`src/rtl/axi_rr_arbiter.sv`:
```
// N-master to one-slave AXI3 arbiter: independent round-robin read/write FSMs, grant held per burst, ID = master index.
// Address issued one cycle after grant; AXI_ARB_RAW_HAZARD_EN defers reads that hit the line of an in-flight write.
module axi_rr_arbiter #(
  parameter int NUM_MST   = 3,
  parameter int ID_W      = 4,
  parameter int DATA_W    = 32,
  parameter int LINE_BITS = 5
) (
  input  logic                           aclk,
  input  logic                           aresetn,
  input  logic [NUM_MST*32-1:0]          m_araddr,
  input  logic [NUM_MST*8-1:0]           m_arlen,
  input  logic [NUM_MST*3-1:0]           m_arsize,
  input  logic [NUM_MST-1:0]             m_arvalid,
  output logic [NUM_MST-1:0]             m_arready,
  output logic [DATA_W-1:0]              m_rdata,
  output logic [1:0]                     m_rresp,
  output logic                           m_rlast,
  output logic [NUM_MST-1:0]             m_rvalid,
  input  logic [NUM_MST-1:0]             m_rready,
  input  logic [NUM_MST*32-1:0]          m_awaddr,
  input  logic [NUM_MST*8-1:0]           m_awlen,
  input  logic [NUM_MST*3-1:0]           m_awsize,
  input  logic [NUM_MST-1:0]             m_awvalid,
  output logic [NUM_MST-1:0]             m_awready,
  input  logic [NUM_MST*DATA_W-1:0]      m_wdata,
  input  logic [NUM_MST*DATA_W/8-1:0]    m_wstrb,
  input  logic [NUM_MST-1:0]             m_wlast,
  input  logic [NUM_MST-1:0]             m_wvalid,
  output logic [NUM_MST-1:0]             m_wready,
  output logic [1:0]                     m_bresp,
  output logic [NUM_MST-1:0]             m_bvalid,
  input  logic [NUM_MST-1:0]             m_bready,
  output logic [ID_W-1:0]                arid,
  output logic [31:0]                    araddr,
  output logic [7:0]                     arlen,
  output logic [2:0]                     arsize,
  output logic [1:0]                     arburst,
  output logic [1:0]                     arlock,
  output logic [3:0]                     arcache,
  output logic [2:0]                     arprot,
  output logic                           arvalid,
  input  logic                           arready,
  input  logic [ID_W-1:0]                rid,
  input  logic [DATA_W-1:0]              rdata,
  input  logic [1:0]                     rresp,
  input  logic                           rlast,
  input  logic                           rvalid,
  output logic                           rready,
  output logic [ID_W-1:0]                awid,
  output logic [31:0]                    awaddr,
  output logic [7:0]                     awlen,
  output logic [2:0]                     awsize,
  output logic [1:0]                     awburst,
  output logic [1:0]                     awlock,
  output logic [3:0]                     awcache,
  output logic [2:0]                     awprot,
  output logic                           awvalid,
  input  logic                           awready,
  output logic [ID_W-1:0]                wid,
  output logic [DATA_W-1:0]              wdata,
  output logic [DATA_W/8-1:0]            wstrb,
  output logic                           wlast,
  output logic                           wvalid,
  input  logic                           wready,
  input  logic [ID_W-1:0]                bid,
  input  logic [1:0]                     bresp,
  input  logic                           bvalid,
  output logic                           bready
);
  localparam int PW = (NUM_MST > 1) ? $clog2(NUM_MST) : 1;
  localparam int SW = DATA_W / 8;
  typedef logic [PW-1:0] idx_t;

  typedef enum logic [1:0] {R_IDLE, R_ADDR, R_DATA} rd_state_e;
  typedef enum logic [1:0] {W_IDLE, W_ADDR, W_DATA, W_RESP} wr_state_e;

  rd_state_e rd_state_q, rd_state_d;
  wr_state_e wr_state_q, wr_state_d;
  idx_t g_r_q, g_r_d, rr_ptr_r_q, rr_ptr_r_d;
  idx_t g_w_q, g_w_d, rr_ptr_w_q, rr_ptr_w_d;
  logic [NUM_MST-1:0] rd_elig;
  logic [PW:0] rd_pick, wr_pick;
  logic unused_sig;

  // {found, index} of the first requester at or after ptr, wrapping at NUM_MST
  function automatic logic [PW:0] rr_pick(input logic [NUM_MST-1:0] req, input idx_t ptr);
    logic [PW:0] res;
    idx_t idx;
    res = '0;
    for (int k = NUM_MST - 1; k >= 0; k--) begin
      idx = idx_t'((int'(ptr) + k) % NUM_MST);
      if (req[idx]) res = {1'b1, idx};
    end
    return res;
  endfunction

  function automatic idx_t rr_next(input idx_t g);
    return (int'(g) == NUM_MST - 1) ? '0 : g + idx_t'(1);
  endfunction

`ifdef AXI_ARB_RAW_HAZARD_EN
  logic [31-LINE_BITS:0] wline_q, wline_d;

  assign wline_d = (wr_state_q == W_IDLE && wr_pick[PW])
                 ? m_awaddr[32*wr_pick[PW-1:0]+LINE_BITS +: 32-LINE_BITS] : wline_q;

  always_ff @(posedge aclk or negedge aresetn) begin
    if (!aresetn) wline_q <= '0;
    else          wline_q <= wline_d;
  end

  // a read to the line still being written waits until the write returns to idle
  always_comb begin
    rd_elig = m_arvalid;
    for (int i = 0; i < NUM_MST; i++) begin
      if (wr_state_q != W_IDLE && m_araddr[32*i+LINE_BITS +: 32-LINE_BITS] == wline_q)
        rd_elig[i] = 1'b0;
    end
  end
  assign unused_sig = ^{rid, bid};
`else
  assign rd_elig    = m_arvalid;
  assign unused_sig = ^{rid, bid, (LINE_BITS != 0)};
`endif

  assign rd_pick = rr_pick(rd_elig, rr_ptr_r_q);
  assign wr_pick = rr_pick(m_awvalid, rr_ptr_w_q);

  always_ff @(posedge aclk or negedge aresetn) begin
    if (!aresetn) begin
      rd_state_q <= R_IDLE;
      g_r_q      <= '0;
      rr_ptr_r_q <= '0;
      wr_state_q <= W_IDLE;
      g_w_q      <= '0;
      rr_ptr_w_q <= '0;
    end else begin
      rd_state_q <= rd_state_d;
      g_r_q      <= g_r_d;
      rr_ptr_r_q <= rr_ptr_r_d;
      wr_state_q <= wr_state_d;
      g_w_q      <= g_w_d;
      rr_ptr_w_q <= rr_ptr_w_d;
    end
  end

  always_comb begin
    rd_state_d = rd_state_q;
    g_r_d      = g_r_q;
    rr_ptr_r_d = rr_ptr_r_q;
    arvalid    = 1'b0;
    rready     = 1'b0;
    m_arready  = '0;
    m_rvalid   = '0;
    case (rd_state_q)
      R_IDLE: if (rd_pick[PW]) begin
        g_r_d      = rd_pick[PW-1:0];
        rd_state_d = R_ADDR;
      end
      R_ADDR: begin
        arvalid          = 1'b1;
        m_arready[g_r_q] = arready;
        if (arready) rd_state_d = R_DATA;
      end
      R_DATA: begin
        m_rvalid[g_r_q] = rvalid;
        rready          = m_rready[g_r_q];
        if (rvalid && m_rready[g_r_q] && rlast) begin
          rr_ptr_r_d = rr_next(g_r_q);
          rd_state_d = R_IDLE;
        end
      end
      default: rd_state_d = R_IDLE;
    endcase
  end

  always_comb begin
    wr_state_d = wr_state_q;
    g_w_d      = g_w_q;
    rr_ptr_w_d = rr_ptr_w_q;
    awvalid    = 1'b0;
    wvalid     = 1'b0;
    bready     = 1'b0;
    m_awready  = '0;
    m_wready   = '0;
    m_bvalid   = '0;
    case (wr_state_q)
      W_IDLE: if (wr_pick[PW]) begin
        g_w_d      = wr_pick[PW-1:0];
        wr_state_d = W_ADDR;
      end
      W_ADDR: begin
        awvalid          = 1'b1;
        m_awready[g_w_q] = awready;
        if (awready) wr_state_d = W_DATA;
      end
      W_DATA: begin
        wvalid          = m_wvalid[g_w_q];
        m_wready[g_w_q] = wready;
        if (m_wvalid[g_w_q] && wready && m_wlast[g_w_q]) wr_state_d = W_RESP;
      end
      W_RESP: begin
        bready          = m_bready[g_w_q];
        m_bvalid[g_w_q] = bvalid;
        if (bvalid && m_bready[g_w_q]) begin
          rr_ptr_w_d = rr_next(g_w_q);
          wr_state_d = W_IDLE;
        end
      end
      default: wr_state_d = W_IDLE;
    endcase
  end

  assign arid    = ID_W'(g_r_q);
  assign araddr  = m_araddr[32*g_r_q +: 32];
  assign arlen   = m_arlen[8*g_r_q +: 8];
  assign arsize  = m_arsize[3*g_r_q +: 3];
  assign arburst = 2'b01;
  assign arlock  = 2'b00;
  assign arcache = 4'b0000;
  assign arprot  = 3'b000;
  assign m_rdata = rdata;
  assign m_rresp = rresp;
  assign m_rlast = rlast;

  assign awid    = ID_W'(g_w_q);
  assign awaddr  = m_awaddr[32*g_w_q +: 32];
  assign awlen   = m_awlen[8*g_w_q +: 8];
  assign awsize  = m_awsize[3*g_w_q +: 3];
  assign awburst = 2'b01;
  assign awlock  = 2'b00;
  assign awcache = 4'b0000;
  assign awprot  = 3'b000;
  assign wid     = ID_W'(g_w_q);
  assign wdata   = m_wdata[DATA_W*g_w_q +: DATA_W];
  assign wstrb   = m_wstrb[SW*g_w_q +: SW];
  assign wlast   = m_wlast[g_w_q];
  assign m_bresp = bresp;

endmodule

```
`config.mk`:
```
export PLATFORM = sky130hd
export DESIGN_NAME = axi_rr_arbiter
export DESIGN_NICKNAME = d
export VERILOG_FILES = /design/src/rtl/axi_rr_arbiter.sv
export SDC_FILE = /design/constraint.sdc
export NUM_CORES = 1
export LEC_CHECK = 0
export ABC_AREA = 0
export CAP_MARGIN = 20
export CELL_PAD_IN_SITES_DETAIL_PLACEMENT = 1
export CELL_PAD_IN_SITES_GLOBAL_PLACEMENT = 2
export CORE_AREA = 2 2 256 258
export DETAILED_ROUTE_END_ITERATION = 8
export DIE_AREA = 0 0 258 260
export GPL_ROUTABILITY_DRIVEN = 0
export PLACE_DENSITY = 0.72
export SLEW_MARGIN = 20
export SYNTH_ARGS = -nofsm -noshare
export SYNTH_HDL_FRONTEND = slang
export SYNTH_SLANG_ARGS = --single-unit
```
`constraint.sdc`:
```
create_clock -name aclk -period 2.6 [get_ports aclk]
set_input_delay 0.39 -clock aclk [delete_from_list [all_inputs] [get_ports aclk]]
set_output_delay 0.39 -clock aclk [all_outputs]
set_load 0.05 [all_outputs]
```
==> flow_metrics.env, run 1 <==
export IMPL_syn_inst=632
export IMPL_drc=0
export IMPL_synthToLayoutAreaGrowth_pct=182
export IMPL_port_buffers=541
export IMPL_ys_seq_area_share_pct=7.12
export IMPL_cts_setup_buffers=0
export IMPL_ir_worst_vdd_mv=0.662
export IMPL_final_setup_viol_count=0
export IMPL_syn_area_per_cell_sq_um=6.67
export IMPL_synth_area_leaders="mux2i_1 (31%), o21ai_0 (16%), buf_4 (12%)"
export IMPL_die_h_microns=260
export IMPL_netlist_area_leader_share_pct=30.9
export IMPL_insertion_delay_ns=0.24
export IMPL_min_from="rr_ptr_w_q[1]$_DFFE_PN0P_"
export IMPL_grt_first_pass_wirelength_mm=49.9
export IMPL_slew_viol_final=0
export IMPL_cts_path_max_buffers=2
export IMPL_pwr_density_cell_mw_per_mm2=1120
export IMPL_cp_end_kind="output port"
export IMPL_wirelength_mm=37.7
export IMPL_grtUsageTotal_pct=10.4
export IMPL_yosysTopAreaCell="mux2i_1"
export IMPL_min_path_type="reg2reg"
export IMPL_final_util_pct=18.5
export IMPL_crit_type="reg2out"
export IMPL_yosysMostFrequentCell="nand2_1"
export IMPL_cts_sinks=12
export IMPL_swShare_pct=55.3
export IMPL_start_kind="flip-flop"
export IMPL_nets=1558
export IMPL_grt_pass1_vias=7055
export IMPL_cts_tree="built"
export IMPL_row_count=93
export IMPL_rr_endpoint="wr_state_q[1]$_DFFE_PN0P_"
export IMPL_dr_total_vias=6538
export IMPL_wl_per_cell_microns=19.2
export IMPL_synth_distinct_cells=40
export IMPL_min_period_ns=2.45
export IMPL_ys_ff_latch=12
export IMPL_ios=650
export IMPL_cts_repair_resize_count=0
export IMPL_seqPwrFrac_pct=3.3
export IMPL_hold_viol=0
export IMPL_detail_route_antenna_nets=0
export IMPL_p_int_mw=5.96
export IMPL_ys_warn_count=0
export IMPL_dp_hpwl_mm=34.0
export IMPL_synth_edff_count=0
export IMPL_slew_headroom_pct=52.1
export IMPL_placed_cells=1961
export IMPL_required_ns=2.21
export IMPL_grt_max_degree=46
export IMPL_dr_pass1_iters=4
export IMPL_antenna_found_initial=16
export IMPL_layout_drive_gt1_share_pct=20.6
export IMPL_initial_utilization_pct=6.57
export IMPL_r2r_setup_slack_ns=0.49
export IMPL_worst_hold_slack_ns=0.553
export IMPL_clockRootBuffer="clkbuf_16"
export IMPL_synth_common_cells="nand2_1 (133), o21ai_0 (131), mux2i_1 (130)"
export IMPL_critical_path_peak_fanout=33
export IMPL_status="completed"
export IMPL_ys_flop_type="dfrtp_1"
export IMPL_drt_iter0_drc=124
export IMPL_skew_ns=0.00122
export IMPL_startpoint="g_w_q[1]$_DFFE_PN0P_"
export IMPL_fp_dieArea_sq_mm=0.0671
export IMPL_ctsHoldBuffers=0
export IMPL_crit_path_end="awaddr[24]"
export IMPL_syn_area_sq_mm=0.00422
export IMPL_drv_cap=0
export IMPL_worst_pin_slew_ns=0.717
export IMPL_clk_pin_slew_ns=0.04
export IMPL_rsz0062_at_grt="no"
export IMPL_stdcell_count=1968
export IMPL_grt_overflow=0
export IMPL_core_area_sq_mm=0.0641
export IMPL_leakagePower_nw=4.41
export IMPL_power_frac_clock_pct=2.1
export IMPL_htreeDepth=1
export IMPL_async_flop_share_pct=100
export IMPL_min_period_over_period_pct=94.4
export IMPL_arrival_ns=2.06
export IMPL_power_frac_comb_pct=94.6
export IMPL_reg2reg_from="g_w_q[1]$_DFFE_PN0P_"
export IMPL_cts_buffers=3
export IMPL_die_x_microns=258
export IMPL_fmax_ghz=0.407
export IMPL_reg2reg_depth=6
export IMPL_viasPerCell=3.32
export IMPL_switching_power_mw=7.37
-- logic make-up (layout without fill, tap and decap cells) --
kind of cell / count (synthesis) / in the layout / share of synthesized area, %
DFF: 12 / 12 / 7.12
buffers and inverters: 129 / 580 / 18.4
other: 2 / 32 / 0.178
AOI/OAI and AO/OA: 159 / 159 / 20.5
adders and majority gates: 11 / 11 / 3.27
muxes: 135 / 135 / 32.3
and+or+nand+nor: 184 / 184 / 18.2
-- layout make-up --
class                   instances  area (sq um)
diodes                          4          10.0
well taps                     855          1070
inverters                      14          52.6
repair buffers                563          6950
fillers                      7488         52200
flip-flops and latches         12           310
multi-input cells             517          3410
clock buffers                   3          75.1
-- cell usage in the layout, fill, tap and decap left out, drive strengths merged, types with 11 or more instances in the layout --
master / count
buf: 168
nand2: 133
inv: 14
mux2i: 130
clkdlybuf4s50: 395
nor2: 19
conb: 28
o21ai: 132
dfrtp: 12
ha: 11
-- layer usage --
metal / GRT usage [%] / vias up / share of wire, %
met3: 4.08 / 52 / 10
met2: 20.4 / 444 / 53
met5: 0 / - / 0.20
met1: 9.79 / 2971 / 33
li1: - / 3059 / -
met4: 3.08 / 12 / 3.1
-- power by group through the flow --
| stage | sequential, mW | clock (mW) | combinational, mW |
|---|---|---|---|
| after floorplan | 0.416 | 0 | 6.61 |
| after global placement | 0.450 | 0 | 12.7 |
| after detailed placement | 0.459 | 0 | 12.8 |
| after CTS | 0.456 | 0.292 | 12.8 |
| after global routing | 0.471 | 0.303 | 13.2 |
| final | 0.442 | 0.281 | 12.6 |
-- how the worst min path moves through the flow --
stage | endpoint | slack, ns | depth (start not counted)
final | rr_ptr_w_q[1]$_DFFE_PN0P_ | 0.55 | 2
after CTS | rr_ptr_w_q[1]$_DFFE_PN0P_ | 0.57 | 2
after global routing | wr_state_q[0]$_DFFE_PN0P_ | 0.61 | 1
after detailed placement | wr_state_q[0]$_DFFE_PN0P_ | 0.56 | 1
after floorplan | g_r_q[0]$_DFFE_PN0P_ | 0.09 | 0
after global placement | rr_ptr_w_q[1]$_DFFE_PN0P_ | 0.54 | 2
-- through the flow --
step	setup TNS, ns	setup WS (ns)	instance area [sq um]	total power, mW
detailed placement	0	0.347	11800	13.3
global placement	0	0.308	11800	13.1
CTS	0	0.0861	11900	13.6
global route	0	0.0206	11900	14.0
finish	0	0.146	11900	13.3
floorplan	-0.478	-0.0975	4480	7.03
-- registers in the layout, summed over array words and instances (netlist names) --
signal      flops
rr_ptr_w_q      2
g_r_q           2
wr_state_q      2
rr_ptr_r_q      2
rd_state_q      2
g_w_q           2
-- worst max-delay path, stage by stage, from the launching register on --
cell,delay [ns]
dfrtp_4,0.57
buf_4,0.55
mux2i_1,0.39
o21ai_2,0.12
buf_12,0.17
No activity file was read; power rests on OpenSTA's default activity.
==> run 2: changes to the inputs <==
Settings changed: SLEW_MARGIN 20 to default.
==> results of run 2 <==
The final DEF is identical to that of run 1; final timing and power are the same.
==> run 3: changes to the inputs <==
Settings changed: CTS_CLUSTER_DIAMETER from default to 150.
==> results of run 3 <==
The final DEF is identical to that of run 1; final timing and power are the same.
